File: src/rtl/camera_emu_pkg.sv
// Shared types and constants for the synthetic RGB565 camera source.
// Pattern encodings, colour constants, FSM states and the per-frame config bundle.
package camera_emu_pkg;

    typedef enum logic [1:0] {
        PAT_BARS  = 2'd0,
        PAT_SOLID = 2'd1,
        PAT_BLOBS = 2'd2,
        PAT_RAMP  = 2'd3
    } pattern_e;

    typedef enum logic [2:0] {
        ST_IDLE,
        ST_VSYNC,
        ST_VBACK,
        ST_ACTIVE,
        ST_HBLANK,
        ST_VFRONT
    } state_e;

    localparam logic [15:0] BAR_WHITE   = 16'hFFFF;
    localparam logic [15:0] BAR_YELLOW  = 16'hFFE0;
    localparam logic [15:0] BAR_CYAN    = 16'h07FF;
    localparam logic [15:0] BAR_GREEN   = 16'h07E0;
    localparam logic [15:0] BAR_MAGENTA = 16'hF81F;
    localparam logic [15:0] BAR_RED     = 16'hF800;
    localparam logic [15:0] BAR_BLUE    = 16'h001F;
    localparam logic [15:0] BAR_BLACK   = 16'h0000;

    localparam logic [15:0] BLOB_RED    = 16'hF800;
    localparam logic [15:0] BLOB_GREEN  = 16'h07E0;
    localparam logic [15:0] BLOB_BLUE   = 16'h001F;
    localparam logic [15:0] BACKGROUND  = 16'h0000;

    typedef struct packed {
        pattern_e    pattern;
        logic [15:0] solid;
        logic [9:0]  red_x;
        logic [9:0]  red_y;
        logic [9:0]  green_x;
        logic [9:0]  green_y;
        logic [9:0]  blue_x;
        logic [9:0]  blue_y;
    } frame_cfg_t;

    function automatic logic [15:0] bar_color(input logic [2:0] idx);
        case (idx)
            3'd0:    return BAR_WHITE;
            3'd1:    return BAR_YELLOW;
            3'd2:    return BAR_CYAN;
            3'd3:    return BAR_GREEN;
            3'd4:    return BAR_MAGENTA;
            3'd5:    return BAR_RED;
            3'd6:    return BAR_BLUE;
            default: return BAR_BLACK;
        endcase
    endfunction

    // 11-bit compare so a blob anchored near 1023 cannot wrap past zero
    function automatic logic in_blob(input logic [10:0] x, input logic [10:0] y,
                                     input logic [9:0] bx, input logic [9:0] by,
                                     input logic [10:0] size);
        return (x >= {1'b0, bx}) && (x < ({1'b0, bx} + size)) &&
               (y >= {1'b0, by}) && (y < ({1'b0, by} + size));
    endfunction

endpackage

File: src/rtl/camera_stream_emulator_if.sv
// Parallel camera pixel bus as driven by the emulator, plus frame status.
interface camera_stream_emulator_if;
    logic        camera_vsync;
    logic        camera_href;
    logic [7:0]  camera_data;
    logic        frame_done;
    logic [15:0] frame_count;

    modport master (output camera_vsync, camera_href, camera_data, frame_done, frame_count);
    modport slave  (input  camera_vsync, camera_href, camera_data, frame_done, frame_count);
endinterface

File: src/rtl/camera_pattern_pixel.sv
// Registered RGB565 pattern generator: rgb565 reflects (x, y, cfg) one cycle later.
module camera_pattern_pixel
    import camera_emu_pkg::*;
#(
    parameter int H_PIXELS  = 640,
    parameter int BLOB_SIZE = 16
) (
    input  logic        clk,
    input  logic        reset,
    input  logic [10:0] x,
    input  logic [10:0] y,
    input  frame_cfg_t  cfg,
    output logic [15:0] rgb565
);

    localparam logic [10:0] BAR_W = 11'((H_PIXELS / 8 > 0) ? H_PIXELS / 8 : 1);
    localparam logic [10:0] BLOB  = 11'(BLOB_SIZE);

    logic [15:0] rgb_d;

    always_comb begin
        rgb_d = BACKGROUND;
        case (cfg.pattern)
            PAT_BARS:  rgb_d = bar_color(3'(x / BAR_W));
            PAT_SOLID: rgb_d = cfg.solid;
            PAT_BLOBS: begin
                // red wins over green wins over blue where blobs overlap
                if (in_blob(x, y, cfg.red_x, cfg.red_y, BLOB))
                    rgb_d = BLOB_RED;
                else if (in_blob(x, y, cfg.green_x, cfg.green_y, BLOB))
                    rgb_d = BLOB_GREEN;
                else if (in_blob(x, y, cfg.blue_x, cfg.blue_y, BLOB))
                    rgb_d = BLOB_BLUE;
            end
            PAT_RAMP:  rgb_d = {y[7:0], x[7:0]};
            default:   rgb_d = BACKGROUND;
        endcase
    end

    always_ff @(posedge clk or negedge reset) begin
        if (!reset) rgb565 <= '0;
        else        rgb565 <= rgb_d;
    end

endmodule

File: src/rtl/camera_stream_emulator.sv
// Synthetic camera source: emits vsync/href/8-bit RGB565 frames from latched test patterns.
module camera_stream_emulator
    import camera_emu_pkg::*;
#(
    parameter int H_PIXELS    = 640,
    parameter int V_LINES     = 480,
    parameter int H_BLANK     = 144,
    parameter int VSYNC_LINES = 3,
    parameter int V_BACK      = 17,
    parameter int V_FRONT     = 10,
    parameter int BLOB_SIZE   = 16
) (
    input  logic        clk,
    input  logic        reset,
    input  logic        enable,
    input  logic [1:0]  pattern_sel,
    input  logic [15:0] solid_rgb565,
    input  logic [9:0]  red_x,
    input  logic [9:0]  red_y,
    input  logic [9:0]  green_x,
    input  logic [9:0]  green_y,
    input  logic [9:0]  blue_x,
    input  logic [9:0]  blue_y,
    camera_stream_emulator_if.master cam
);

    localparam int LINE_TOTAL = 2 * H_PIXELS + H_BLANK;
    localparam int CW         = $clog2(LINE_TOTAL);

    localparam logic [CW-1:0] COL_LAST  = CW'(LINE_TOTAL - 1);
    localparam logic [CW-1:0] HREF_LAST = CW'(2 * H_PIXELS - 1);
    localparam logic [10:0]   VS_LAST   = 11'(VSYNC_LINES - 1);
    localparam logic [10:0]   VB_LAST   = 11'(V_BACK - 1);
    localparam logic [10:0]   VL_LAST   = 11'(V_LINES - 1);
    localparam logic [10:0]   VF_LAST   = 11'(V_FRONT - 1);

    state_e      state_q, state_d;
    logic [CW-1:0] col_q, col_d;
    logic [10:0] line_q, line_d;
    frame_cfg_t  cfg_q, cfg_d, cfg_in;
    logic [15:0] frame_cnt_q, frame_cnt_d;
    logic        done;
    logic        col_wrap;
    logic [10:0] x_issue, y_issue;
    logic [15:0] rgb;

    assign cfg_in = '{pattern: pattern_e'(pattern_sel), solid: solid_rgb565,
                      red_x: red_x, red_y: red_y, green_x: green_x,
                      green_y: green_y, blue_x: blue_x, blue_y: blue_y};

    assign col_wrap = (col_q == COL_LAST);

    always_ff @(posedge clk or negedge reset) begin
        if (!reset) begin
            state_q     <= ST_IDLE;
            col_q       <= '0;
            line_q      <= '0;
            cfg_q       <= '0;
            frame_cnt_q <= '0;
        end else begin
            state_q     <= state_d;
            col_q       <= col_d;
            line_q      <= line_d;
            cfg_q       <= cfg_d;
            frame_cnt_q <= frame_cnt_d;
        end
    end

    always_comb begin
        state_d     = state_q;
        col_d       = col_wrap ? '0 : col_q + 1'b1;
        line_d      = line_q;
        cfg_d       = cfg_q;
        frame_cnt_d = frame_cnt_q;
        done        = 1'b0;
        case (state_q)
            ST_IDLE: begin
                col_d  = '0;
                line_d = '0;
                if (enable) begin
                    state_d = ST_VSYNC;
                    cfg_d   = cfg_in;
                end
            end
            ST_VSYNC: if (col_wrap) begin
                line_d = (line_q == VS_LAST) ? '0 : line_q + 11'd1;
                if (line_q == VS_LAST) state_d = ST_VBACK;
            end
            ST_VBACK: if (col_wrap) begin
                line_d = (line_q == VB_LAST) ? '0 : line_q + 11'd1;
                if (line_q == VB_LAST) state_d = ST_ACTIVE;
            end
            ST_ACTIVE: if (col_q == HREF_LAST) state_d = ST_HBLANK;
            ST_HBLANK: if (col_wrap) begin
                line_d  = (line_q == VL_LAST) ? '0 : line_q + 11'd1;
                state_d = (line_q == VL_LAST) ? ST_VFRONT : ST_ACTIVE;
            end
            ST_VFRONT: if (col_wrap) begin
                if (line_q == VF_LAST) begin
                    done        = 1'b1;
                    line_d      = '0;
                    frame_cnt_d = frame_cnt_q + 16'd1;
                    if (enable) begin
                        state_d = ST_VSYNC;
                        cfg_d   = cfg_in;
                    end else begin
                        state_d = ST_IDLE;
                    end
                end else begin
                    line_d = line_q + 11'd1;
                end
            end
            default: state_d = ST_IDLE;
        endcase
    end

    // Coordinates for the next cycle's column so the registered pixel lands on time
    assign x_issue = col_wrap ? '0 : 11'((int'(col_q) + 1) / 2);

    always_comb begin
        y_issue = '0;
        if (state_q == ST_HBLANK && col_wrap)
            y_issue = line_q + 11'd1;
        else if (state_q == ST_ACTIVE || state_q == ST_HBLANK)
            y_issue = line_q;
    end

    camera_pattern_pixel #(
        .H_PIXELS  (H_PIXELS),
        .BLOB_SIZE (BLOB_SIZE)
    ) u_pixel (
        .clk    (clk),
        .reset  (reset),
        .x      (x_issue),
        .y      (y_issue),
        .cfg    (cfg_q),
        .rgb565 (rgb)
    );

    assign cam.camera_vsync = (state_q == ST_VSYNC);
    assign cam.camera_href  = (state_q == ST_ACTIVE);
    assign cam.camera_data  = (state_q == ST_ACTIVE) ? (col_q[0] ? rgb[7:0] : rgb[15:8]) : 8'h00;
    assign cam.frame_done   = done;
    assign cam.frame_count  = frame_cnt_q;

endmodule

File: src/flat_wrapper.sv
// flat-port wrapper written by rule: the top's interface ports become plain ports
module camera_stream_emulator_flat import camera_emu_pkg::*;
#(
    parameter int H_PIXELS    = 640,
    parameter int V_LINES     = 480,
    parameter int H_BLANK     = 144,
    parameter int VSYNC_LINES = 3,
    parameter int V_BACK      = 17,
    parameter int V_FRONT     = 10,
    parameter int BLOB_SIZE   = 16
)
  (clk, reset, enable, pattern_sel, solid_rgb565, red_x, red_y, green_x, green_y, blue_x, blue_y, cam_camera_vsync, cam_camera_href, cam_camera_data, cam_frame_done, cam_frame_count);
  camera_stream_emulator_if cam_i ();
  input  logic clk;
  input  logic reset;
  input  logic enable;
  input  logic [1:0] pattern_sel;
  input  logic [15:0] solid_rgb565;
  input  logic [9:0] red_x;
  input  logic [9:0] red_y;
  input  logic [9:0] green_x;
  input  logic [9:0] green_y;
  input  logic [9:0] blue_x;
  input  logic [9:0] blue_y;
  output wire logic [$bits(cam_i.camera_vsync)-1:0] cam_camera_vsync;
  output wire logic [$bits(cam_i.camera_href)-1:0] cam_camera_href;
  output wire logic [$bits(cam_i.camera_data)-1:0] cam_camera_data;
  output wire logic [$bits(cam_i.frame_done)-1:0] cam_frame_done;
  output wire logic [$bits(cam_i.frame_count)-1:0] cam_frame_count;
  assign cam_camera_vsync = cam_i.camera_vsync;
  assign cam_camera_href = cam_i.camera_href;
  assign cam_camera_data = cam_i.camera_data;
  assign cam_frame_done = cam_i.frame_done;
  assign cam_frame_count = cam_i.frame_count;
  camera_stream_emulator #(.H_PIXELS(H_PIXELS), .V_LINES(V_LINES), .H_BLANK(H_BLANK), .VSYNC_LINES(VSYNC_LINES), .V_BACK(V_BACK), .V_FRONT(V_FRONT), .BLOB_SIZE(BLOB_SIZE)) u_core (.clk(clk), .reset(reset), .enable(enable), .pattern_sel(pattern_sel), .solid_rgb565(solid_rgb565), .red_x(red_x), .red_y(red_y), .green_x(green_x), .green_y(green_y), .blue_x(blue_x), .blue_y(blue_y), .cam(cam_i));
endmodule
File: config.mk
export PLATFORM = sky130hd
export DESIGN_NAME = camera_stream_emulator_flat
export DESIGN_NICKNAME = d
export VERILOG_FILES = /design/src/rtl/camera_emu_pkg.sv /design/src/rtl/camera_stream_emulator_if.sv /design/src/rtl/camera_pattern_pixel.sv /design/src/rtl/camera_stream_emulator.sv /design/src/flat_wrapper.sv
export SDC_FILE = /design/constraint.sdc
export NUM_CORES = 1
export LEC_CHECK = 0
export BUFFER_PORTS_ARGS = -buffer_cell sky130_fd_sc_hd__buf_4
export CAP_MARGIN = 20
export CORE_MARGIN = 1.5
export CORE_UTILIZATION = 60
export DETAILED_ROUTE_END_ITERATION = 8
export PLACE_DENSITY = 0.86
export SLEW_MARGIN = 10
export SYNTH_ARGS = -nofsm -noshare
export SYNTH_HDL_FRONTEND = slang
export SYNTH_SLANG_ARGS = --single-unit
File: constraint.sdc
create_clock -name clk -period 9.1 [get_ports clk]
set_input_delay 1.82 -clock clk [delete_from_list [all_inputs] [get_ports clk]]
set_output_delay 1.82 -clock clk [all_outputs]
set_load 0.05 [all_outputs]
==> results_dict.tcl, run 1 <==
set metrics [dict create \
    antenna_cells 0 \
    drc 0 \
    power_density_nw_per_um2 286 \
    antenna_found_initial 0 \
    path_class "reg -> reg" \
    p_leak_uw 0.00544 \
    wl_per_cell_microns 18.0 \
    min_period_ns 5.43 \
    cts_made_buffers 17 \
    start_util_pct 61.6 \
    final_util_pct 71.9 \
    synthToLayoutAreaGrowth_pct 16.7 \
    grt_pass1_wl_microns 37800 \
    vias_per_cell 6.20 \
    yosysSeqAreaShare_pct 36.0 \
    ctsLongestPathBuffers 2 \
    ys_types 68 \
    core_area_sq_um 15200 \
    cts_resized 0 \
    async_flop_share_pct 100 \
    synth_edf_count 0 \
    synth.net_count 1145 \
    met1Wirelength_microns 9530 \
    crit_path_start_kind "flip-flop" \
    clk_pin_slew_ns 0.06 \
    worstSetupEndpointType "flip-flop" \
    rsz0062_at_grt "no" \
    grt_use_total_pct 29.4 \
    drt_iter0_drc 578 \
    mostFrequentLayoutCell "dfrtp_1" \
    wl_met2_microns 10800 \
    placed_cell_area_sq_um 10400 \
    rows 45 \
    highest_layer "met4" \
    finalPower_uw 3130 \
    finalSetupTns_ns 0 \
    synth_seq_cells 135 \
    cp.arrival_ns 5.72 \
    layout.nets 1249 \
    synth_warnings 0 \
    port-buffer-count 107 \
    max_freq_ghz 0.184 \
    clock_skew_ns 0.00501 \
    finalSetupViolations 0 \
    dr.pass1.iters 5 \
    met3_length_microns 1370 \
    crit_fanout 13 \
    stdcell_count 1254 \
    clk-insertion-delay-late_ns 0.43 \
    tightest_slew_ns 1.06 \
    cts.sinks 135 \
    overflow 0 \
    status "finished, final reports clean" \
    gp_congestion 0.959 \
    final_cell_mix "dfrtp_1 (135), buf_4 (118), ha_1 (114), inv_1 (79), mux2_2 (76)" \
    finalHoldViolCount 0 \
    cts_tree "done" \
    clock-root-buffer "clkbuf_16" \
    hp-class "reg -> reg" \
    ant_nets 0 \
    required_ns 9.39 \
    drv_cap 0 \
    slew_violations 0 \
    synth_area_per_cell_sq_um 9.86 \
    ys.flop_type "dfrtp_1" \
    placedCellCount 1221 \
    dieArea_sq_um 16400 \
    grt_start_max_net_pins 78 \
    maxSlewHeadroom_pct 29.0 \
    finalInstanceArea_sq_um 10900 \
    ir_worst_vdd_v 0.000189 \
    postRouteWirelength_microns 22600 \
    hpwlAfterDp_microns 16600 \
    vias 7770 \
    syn-cell-area_sq_um 9370 \
    ctsHoldBuffers 0 \
    syn-instance-count 950 \
    grt_pass1_vias 7813 \
    die_h_microns 128 \
    io_pins 108 \
    fin_crit_sh_pct 59.7 \
    htreeDepth 4 \
    drive_above_1_share_pct 22.8 \
    post_cts_buffers 0 \
    die_width_microns 128 \
]
-- worst paths after layout --
| path | end | from | slack, ns | cells past startpoint |
|---|---|---|---|---|
| min reg2reg | u_core.cam.frame_count[15]$_DFFE_PN0P_ | u_core.cam.frame_count[15]$_DFFE_PN0P_ | 0.47 | 1 |
| max in group asynchronous | u_core.cfg_q[73]$_DFFE_PN0P_ | reset | 6.40 | 2 |
| min in group asynchronous | u_core.cfg_q[52]$_DFFE_PN0P_ | reset | 1.34 | 1 |
| max | u_core.u_pixel.rgb565[10]$_DFF_PN0_ | u_core.col_q[0]$_DFF_PN0_ | 3.67 | 14 |
| min | u_core.cam.frame_count[15]$_DFFE_PN0P_ | u_core.cam.frame_count[15]$_DFFE_PN0P_ | 0.47 | 1 |
| max reg2reg | u_core.u_pixel.rgb565[10]$_DFF_PN0_ | u_core.col_q[0]$_DFF_PN0_ | 3.67 | 14 |
-- critical path: stages, from the launching register on --
cell and delay, ns:
dfrtp_1 0.67, ha_1 0.30, and3_1 0.34, nand4_1 0.51, or3_1 0.68, o31ai_1 0.93
ha_1 0.39, a21o_1 0.16, a21oi_1 0.13, nor2b_1 0.06, o21ai_0 0.17, o311a_1 0.20
nand4_1 0.18, a311oi_2 0.50, a21oi_1 0.09
-- cell families after synthesis --
kind of cell / synth area share, %
compound gates: 13.9
xor+xnor: 4.39
buf+inv: 4.81
mux: 11.5
simple gates: 14.0
fa+ha+maj: 15.3
flops: 36.0
-- power breakdown --
group          leakage, uW  switching, uW  internal, uW
Combinational      0.00348            755           656
Sequential         0.00168            235           833
Clock             0.000284            255           398
Total              0.00544           1240          1890
-- through the flow --
stage | hold slack [ns] | worst slack, ns
after floorplan | 0.471 | 4.76
after global placement | 0.461 | 3.91
after detailed placement | 0.466 | 3.79
after CTS | 0.476 | 3.71
after global routing | 0.495 | 3.31
final | 0.470 | 3.67
-- flip-flops by register name, indices dropped and copies added (netlist names) --
signal,count
u_core.cfg_q,78
u_core.col_q,11
u_core.state_q,3
u_core.u_pixel.rgb565,16
u_core.cam.frame_count,16
u_core.line_q,11
-- Yosys cell counts (25+ instances only) --
cell	count	area [sq um]
dfrtp_1	135	3380
o21ai_0	48	240
nand2_1	36	135
clkbuf_1	29	109
xnor2_1	39	342
nand3_1	40	200
a21o_1	25	188
ha_1	114	1430
inv_1	79	297
mux2_2	76	856
a21oi_1	38	190
nor3_1	28	140
nor2_1	42	158
-- metal layers --
metal / GRT usage, % / up-vias
li1: - / 3663
met1: 37.2 / 3706
met2: 48.6 / 317
met3: 5.55 / 84
met4: 13.9 / 0
met5: 0 / -
-- cell type report --
class                           instances  area, sq um
Multi-Input combinational cell        697         5550
Fill cell                            1106         4270
Sequential cell                       135         3380
Timing Repair Buffer                  121          907
Clock buffer                           21          480
Inverter                               82          308
Tap cell                              188          235
Clock inverter                         10         77.6
(Power assumes the default switching activity.)
==> inputs of run 2 (changes only) <==
Clock period 9.1 ns to 5.1 ns, I/O delays scaled along.
==> run 2 against run 1 <==
  * Sequential share of layout area fell by 0.41 points
  * Routed wire length rose by 4.7%
  * Clock skew rose by 0.00095 ns
  * Die area did not move
  * Flip-flop and latch count did not move
  * Non-clock buffer count rose by 7
  * Largest power group unchanged
  * Critical path depth did not move
  * Via count rose by 1.9%
  * Highest routed layer unchanged
==> results_dict.tcl, run 2 (synthesis gave the netlist of run 1 again) <==
set metrics [dict create \
    status "finished, final reports clean" \
    drive_above_1_share_pct 23.4 \
    gp_congestion 0.914 \
    clock-root-buffer "clkbuf_16" \
    maxSlewHeadroom_pct 33.7 \
    overflow 0 \
    critPathLaunch "u_core.col_q[1]$_DFF_PN0_" \
    dieArea_sq_um 16400 \
    worstSetupEndpointType "flip-flop" \
    wl_per_cell_microns 18.8 \
    finalHoldViolCount 0 \
    core_area_sq_um 15200 \
    grt_pass1_vias 7939 \
    layout.nets 1256 \
    io_pins 108 \
    drt_iter0_drc 564 \
    start_util_pct 61.6 \
    ir_worst_vdd_v 0.000374 \
    hp-class "reg -> reg" \
    drc 0 \
    fill_cells 1080 \
    hp-start "u_core.cam.frame_count[15]$_DFFE_PN0P_" \
    postRouteWirelength_microns 23700 \
    tightest_slew_ns 0.995 \
    cts.sinks 135 \
    mostFrequentLayoutCell "dfrtp_1" \
    largest_reg_flops 78 \
    port-buffer-count 107 \
    cp.arrival_ns 5.10 \
    seq_power_share_pct 32.8 \
    rsz0062_at_grt "no" \
    clock_skew_ns 0.00596 \
    synthToLayoutAreaGrowth_pct 18.3 \
    cts_tree "done" \
    slew_violations 0 \
    grt_pass1_wl_microns 38600 \
    finalSetupTns_ns 0 \
    cts_made_buffers 17 \
    die_width_microns 128 \
    htreeDepth 4 \
    p_leak_uw 0.00550 \
    crit_path_start_kind "flip-flop" \
    final_util_pct 72.9 \
    vias_per_cell 6.27 \
    clk_pin_slew_ns 0.06 \
    min_period_ns 4.82 \
    path_class "reg -> reg" \
    reg2reg_from "u_core.col_q[1]$_DFF_PN0_" \
    crit_fanout 17 \
    dr.pass1.iters 7 \
    post_cts_buffers 0 \
    switching_share_pct 39.0 \
    final_cell_mix "dfrtp_1 (135), buf_4 (126), ha_1 (114), inv_1 (79), mux2_2 (76)" \
    ant_nets 0 \
    grt_use_total_pct 30.0 \
    max_freq_ghz 0.208 \
    required_ns 5.38 \
    power_density_nw_per_um2 523 \
    antenna_found_initial 0 \
    ctsLongestPathBuffers 2 \
    fin_crit_sh_pct 94.4 \
    clk-insertion-delay-late_ns 0.42 \
    drv_cap 0 \
    pwr-share-comb_pct 44.2 \
    pwr-share-clk_pct 23.0 \
    cts_resized 0 \
    p_int_uw 3530 \
    grt_start_max_net_pins 108 \
    power_switching_uw 2260 \
    finalSetupViolations 0 \
    die_h_microns 128 \
    antenna_cells 0 \
    rows 45 \
    vias 7915 \
    regMostFlops "u_core.cfg_q" \
    ctsHoldBuffers 0 \
    hpwlAfterDp_microns 16800 \
]
-- run 2: cell types whose count changed in the layout (fill, tap and decap cells not counted), sizes merged --
cell	delta
clkinv	-4
bufinv	+3
clkbuf	-1
clkinvlp	+2
buf	+8
-- run 2: final timing paths --
kind	cells past startpoint	to	slack, ns
max in group asynchronous	2	u_core.u_pixel.rgb565[10]$_DFF_PN0_	3.45
worst min register to register	1	u_core.cam.frame_count[15]$_DFFE_PN0P_	0.47
worst min-delay path	1	u_core.cam.frame_count[15]$_DFFE_PN0P_	0.47
min in group asynchronous	1	u_core.cfg_q[53]$_DFFE_PN0P_	0.72
worst max-delay path	14	u_core.u_pixel.rgb565[5]$_DFF_PN0_	0.28
worst max register to register	14	u_core.u_pixel.rgb565[5]$_DFF_PN0_	0.28
-- run 2: per-layer routing --
metal | track usage [%] | up-vias | routed length (microns)
met5 | 0 | - | 0
met4 | 11.8 | 0 | 741
met1 | 35.9 | 3836 | 9500
met3 | 6.47 | 77 | 1520
met2 | 52.7 | 331 | 11900
li1 | - | 3671 | -
-- run 2: power groups by stage --
stage	registers, uW	logic (uW)	clock network [uW]
floorplan	1700	1970	0
global placement	1870	2390	0
detailed placement	1900	2470	0
CTS	1890	2540	1350
global route	1950	2830	1390
finish	1900	2560	1330
-- run 2: area by class of cell --
| cell class | count | area [sq um] | area share, % |
|---|---|---|---|
| Clock buffer | 21 | 480 | 4.33 |
| Timing Repair Buffer | 128 | 962 | 8.68 |
| Inverter | 82 | 308 | 2.78 |
| Sequential cell | 135 | 3380 | 30.5 |
| Multi-Input combinational cell | 697 | 5550 | 50.1 |
| Tap cell | 188 | 235 | 2.12 |
| Clock inverter | 11 | 170 | 1.54 |
-- run 2: per-stage QoR --
| step | area (sq um) | total power (uW) | hold slack (ns) | std cells | setup slack (ns) |
|---|---|---|---|---|---|
| floorplan | 9370 | 3670 | 0.471 | 950 | 0.757 |
| global placement | 10400 | 4250 | 0.459 | 1229 | 0.731 |
| detailed placement | 10400 | 4370 | 0.461 | 1229 | 0.583 |
| CTS | 11100 | 5770 | 0.473 | 1261 | 0.449 |
| global route | 11100 | 6170 | 0.481 | 1262 | 0.0529 |
| finish | 11100 | 5790 | 0.472 | 1262 | 0.284 |
-- run 2: critical path, stage by stage (launching register included) --
cell	delay, ns
dfrtp_1	0.38
ha_1	0.21
and3_1	0.36
and4_1	0.69
o21ai_0	0.23
a21oi_1	0.56
ha_1	0.36
nand2_1	0.08
nor2_1	0.06
nor4_1	0.30
a211oi_1	0.14
or4_1	0.53
and3_1	0.23
a311oi_2	0.46
a21oi_1	0.10
==> inputs of run 3 (changes only) <==
Settings changed: MAX_ROUTING_LAYER set to met4, RECOVER_POWER set to 50.
Clock period 5.1 ns to 4.9 ns, I/O delays scaled along.
==> run 3 against run 2 <==
  * The flow now finishes with violations (capacitance limit, slew limit)
  * Power rose by 1.5%
  * Clock skew rose by 0.0019 ns
  * Routed wire length fell by 3.3%
  * Design area fell by 0.98%
  * Global-route usage barely moved
  * Sequential share of layout area rose by 0.30 points
  * Hold slack got worse by 0.0083 ns
  * Combinational power rose by 4%
  * Register-to-register slack improved by 0.08 ns
  * Critical path type unchanged
==> results_dict.tcl, run 3 (synthesis gave the netlist of run 1 again) <==
set metrics [dict create \
    violations "capacitance limit, slew limit" \
    synthToLayoutAreaGrowth_pct 17.1 \
    dr.pass1.iters 5 \
    ant_nets 0 \
    start_util_pct 61.6 \
    seq_area_sq_um 3380 \
    min_period_ns 4.53 \
    antenna_found_initial 0 \
    reg2reg_from "u_core.col_q[1]$_DFF_PN0_" \
    grt_use_total_pct 29.9 \
    cts_made_buffers 17 \
    ctsHoldBuffers 0 \
    htreeDepth 4 \
    vias 7827 \
    status "complete, but fails checks" \
    post_cts_buffers 0 \
    final_cell_mix "dfrtp_1 (135), buf_4 (117), ha_1 (114), inv_1 (79), mux2_2 (76)" \
    finalSetupViolations 0 \
    drc 0 \
    io_pins 108 \
    clk_pin_slew_ns 0.06 \
    grt_pass1_wl_microns 37500 \
    clock_skew_ns 0.00782 \
    drv_cap 1 \
    path_class "reg -> reg" \
    die_width_microns 128 \
    wl_per_cell_microns 18.1 \
    pre_cts_slack_ns 0.565 \
    ir_worst_vdd_v 0.000329 \
    dieArea_sq_um 16400 \
    maxSlewHeadroom_pct -63.1 \
    die_h_microns 128 \
    vias_per_cell 6.19 \
    fin_crit_sh_pct 92.5 \
    gp_congestion 0.934 \
    clock-root-buffer "clkbuf_16" \
    endpoint "u_core.u_pixel.rgb565[10]$_DFF_PN0_" \
    slew_violations 99 \
    cp.arrival_ns 4.81 \
    crit_fanout 9 \
    reg2reg_depth 14 \
    required_ns 5.18 \
    overflow 0 \
    ctsLongestPathBuffers 2 \
    worstSetupEndpointType "flip-flop" \
    tightest_slew_ns 2.45 \
    met1Wirelength_microns 9890 \
    r2r_slack_ns 0.37 \
    p_leak_uw 0.00543 \
    postRouteWirelength_microns 22900 \
    drive_above_1_share_pct 22.1 \
    finalHoldViolCount 0 \
    cts_resized 0 \
    multi_input_area_sq_um 5550 \
    regMostFlops "u_core.cfg_q" \
    clk-insertion-delay-late_ns 0.42 \
    crit_path_start_kind "flip-flop" \
    reg2reg_to "u_core.u_pixel.rgb565[10]$_DFF_PN0_" \
    cts_tree "done" \
    max_freq_ghz 0.221 \
    rsz0062_at_grt "no" \
    hp-class "reg -> reg" \
    layout.nets 1259 \
    hpwlAfterDp_microns 16700 \
    core_area_sq_um 15200 \
    met3_length_microns 1250 \
    wl_met2_microns 11100 \
    grt_start_max_net_pins 99 \
    highest_layer "met4" \
    critPathLaunch "u_core.col_q[1]$_DFF_PN0_" \
    mostFrequentLayoutCell "dfrtp_1" \
    antenna_cells 0 \
    cts.sinks 135 \
    rows 45 \
    fin_ws_ns 0.368 \
    largest_reg_flops 78 \
    fill_cells 1078 \
    final_util_pct 72.2 \
    power_density_nw_per_um2 536 \
    port-buffer-count 107 \
    finalSetupTns_ns 0 \
    grt_pass1_vias 7768 \
    drt_iter0_drc 633 \
]
[run 3: cell count changes in the layout (fill, tap and decap cells not counted)]
cell,previous run,this run
clkbuf_8,4,2
bufinv_16,4,2
clkinv_4,2,0
clkinv_2,2,3
buf_4,126,117
buf_6,1,0
clkbuf_1,0,16
clkbuf_2,0,2
[run 3: critical path, cell delays in order, from the launching register on]
cell and delay (ns):
dfrtp_1 0.38, ha_1 0.22, and3_1 0.36, nand4_1 0.19, clkbuf_1 0.35, o31ai_1 0.75
ha_1 0.39, nand2_1 0.08, nor2_1 0.04, nor4_1 0.20, a211oi_1 0.12, or4_1 0.52
and3_1 0.22, a311oi_2 0.46, a21oi_1 0.09
[run 3: how the worst min path moves through the flow]
stage,from,to,slack [ns],cells after the start
finish,u_core.cam.frame_count[15]$_DFFE_PN0P_,u_core.cam.frame_count[15]$_DFFE_PN0P_,0.46,1
detailed placement,u_core.cam.frame_count[15]$_DFFE_PN0P_,u_core.cam.frame_count[15]$_DFFE_PN0P_,0.46,1
CTS,u_core.cam.frame_count[15]$_DFFE_PN0P_,u_core.cam.frame_count[15]$_DFFE_PN0P_,0.47,1
global route,u_core.cam.frame_count[15]$_DFFE_PN0P_,u_core.cam.frame_count[15]$_DFFE_PN0P_,0.47,1
floorplan,u_core.cfg_q[60]$_DFFE_PN0P_,u_core.cfg_q[60]$_DFFE_PN0P_,0.47,1
global placement,u_core.cam.frame_count[15]$_DFFE_PN0P_,u_core.cam.frame_count[15]$_DFFE_PN0P_,0.46,1
[run 3: cell type report]
cell class / instances / area share, %
tap: 188 / 2.14
clock inverter: 8 / 0.889
multi-input combinational: 697 / 50.6
clock buffer: 24 / 4.30
timing repair buffer: 131 / 8.52
sequential: 135 / 30.8
inverter: 82 / 2.80
[run 3: metal layers]
layer  global-route usage (%)  vias to the layer above
met4                     11.7                        0
met5                        -                        -
met3                     6.30                       54
met2                     48.9                      297
met1                     36.6                     3782
li1                         -                     3694
[run 3: where the power goes]
part | internal [uW] | total [uW] | leakage (uW) | switching (uW)
clock | 773 | 1250 | 0.000270 | 476
combinational | 1220 | 2670 | 0.00348 | 1440
sequential | 1550 | 1970 | 0.00168 | 417
[run 3: through the flow]
| stage | power [uW] | cell area, sq um | cells | hold slack, ns |
|---|---|---|---|---|
| 3_5_place_dp | 4550 | 10500 | 1232 | 0.462 |
| 3_3_place_gp | 4420 | 10500 | 1232 | 0.458 |
| 2_1_floorplan | 3820 | 9370 | 950 | 0.471 |
| 4_1_cts | 5860 | 11000 | 1264 | 0.473 |
| 5_1_grt | 6280 | 11000 | 1265 | 0.475 |
| 6_report | 5880 | 11000 | 1265 | 0.463 |
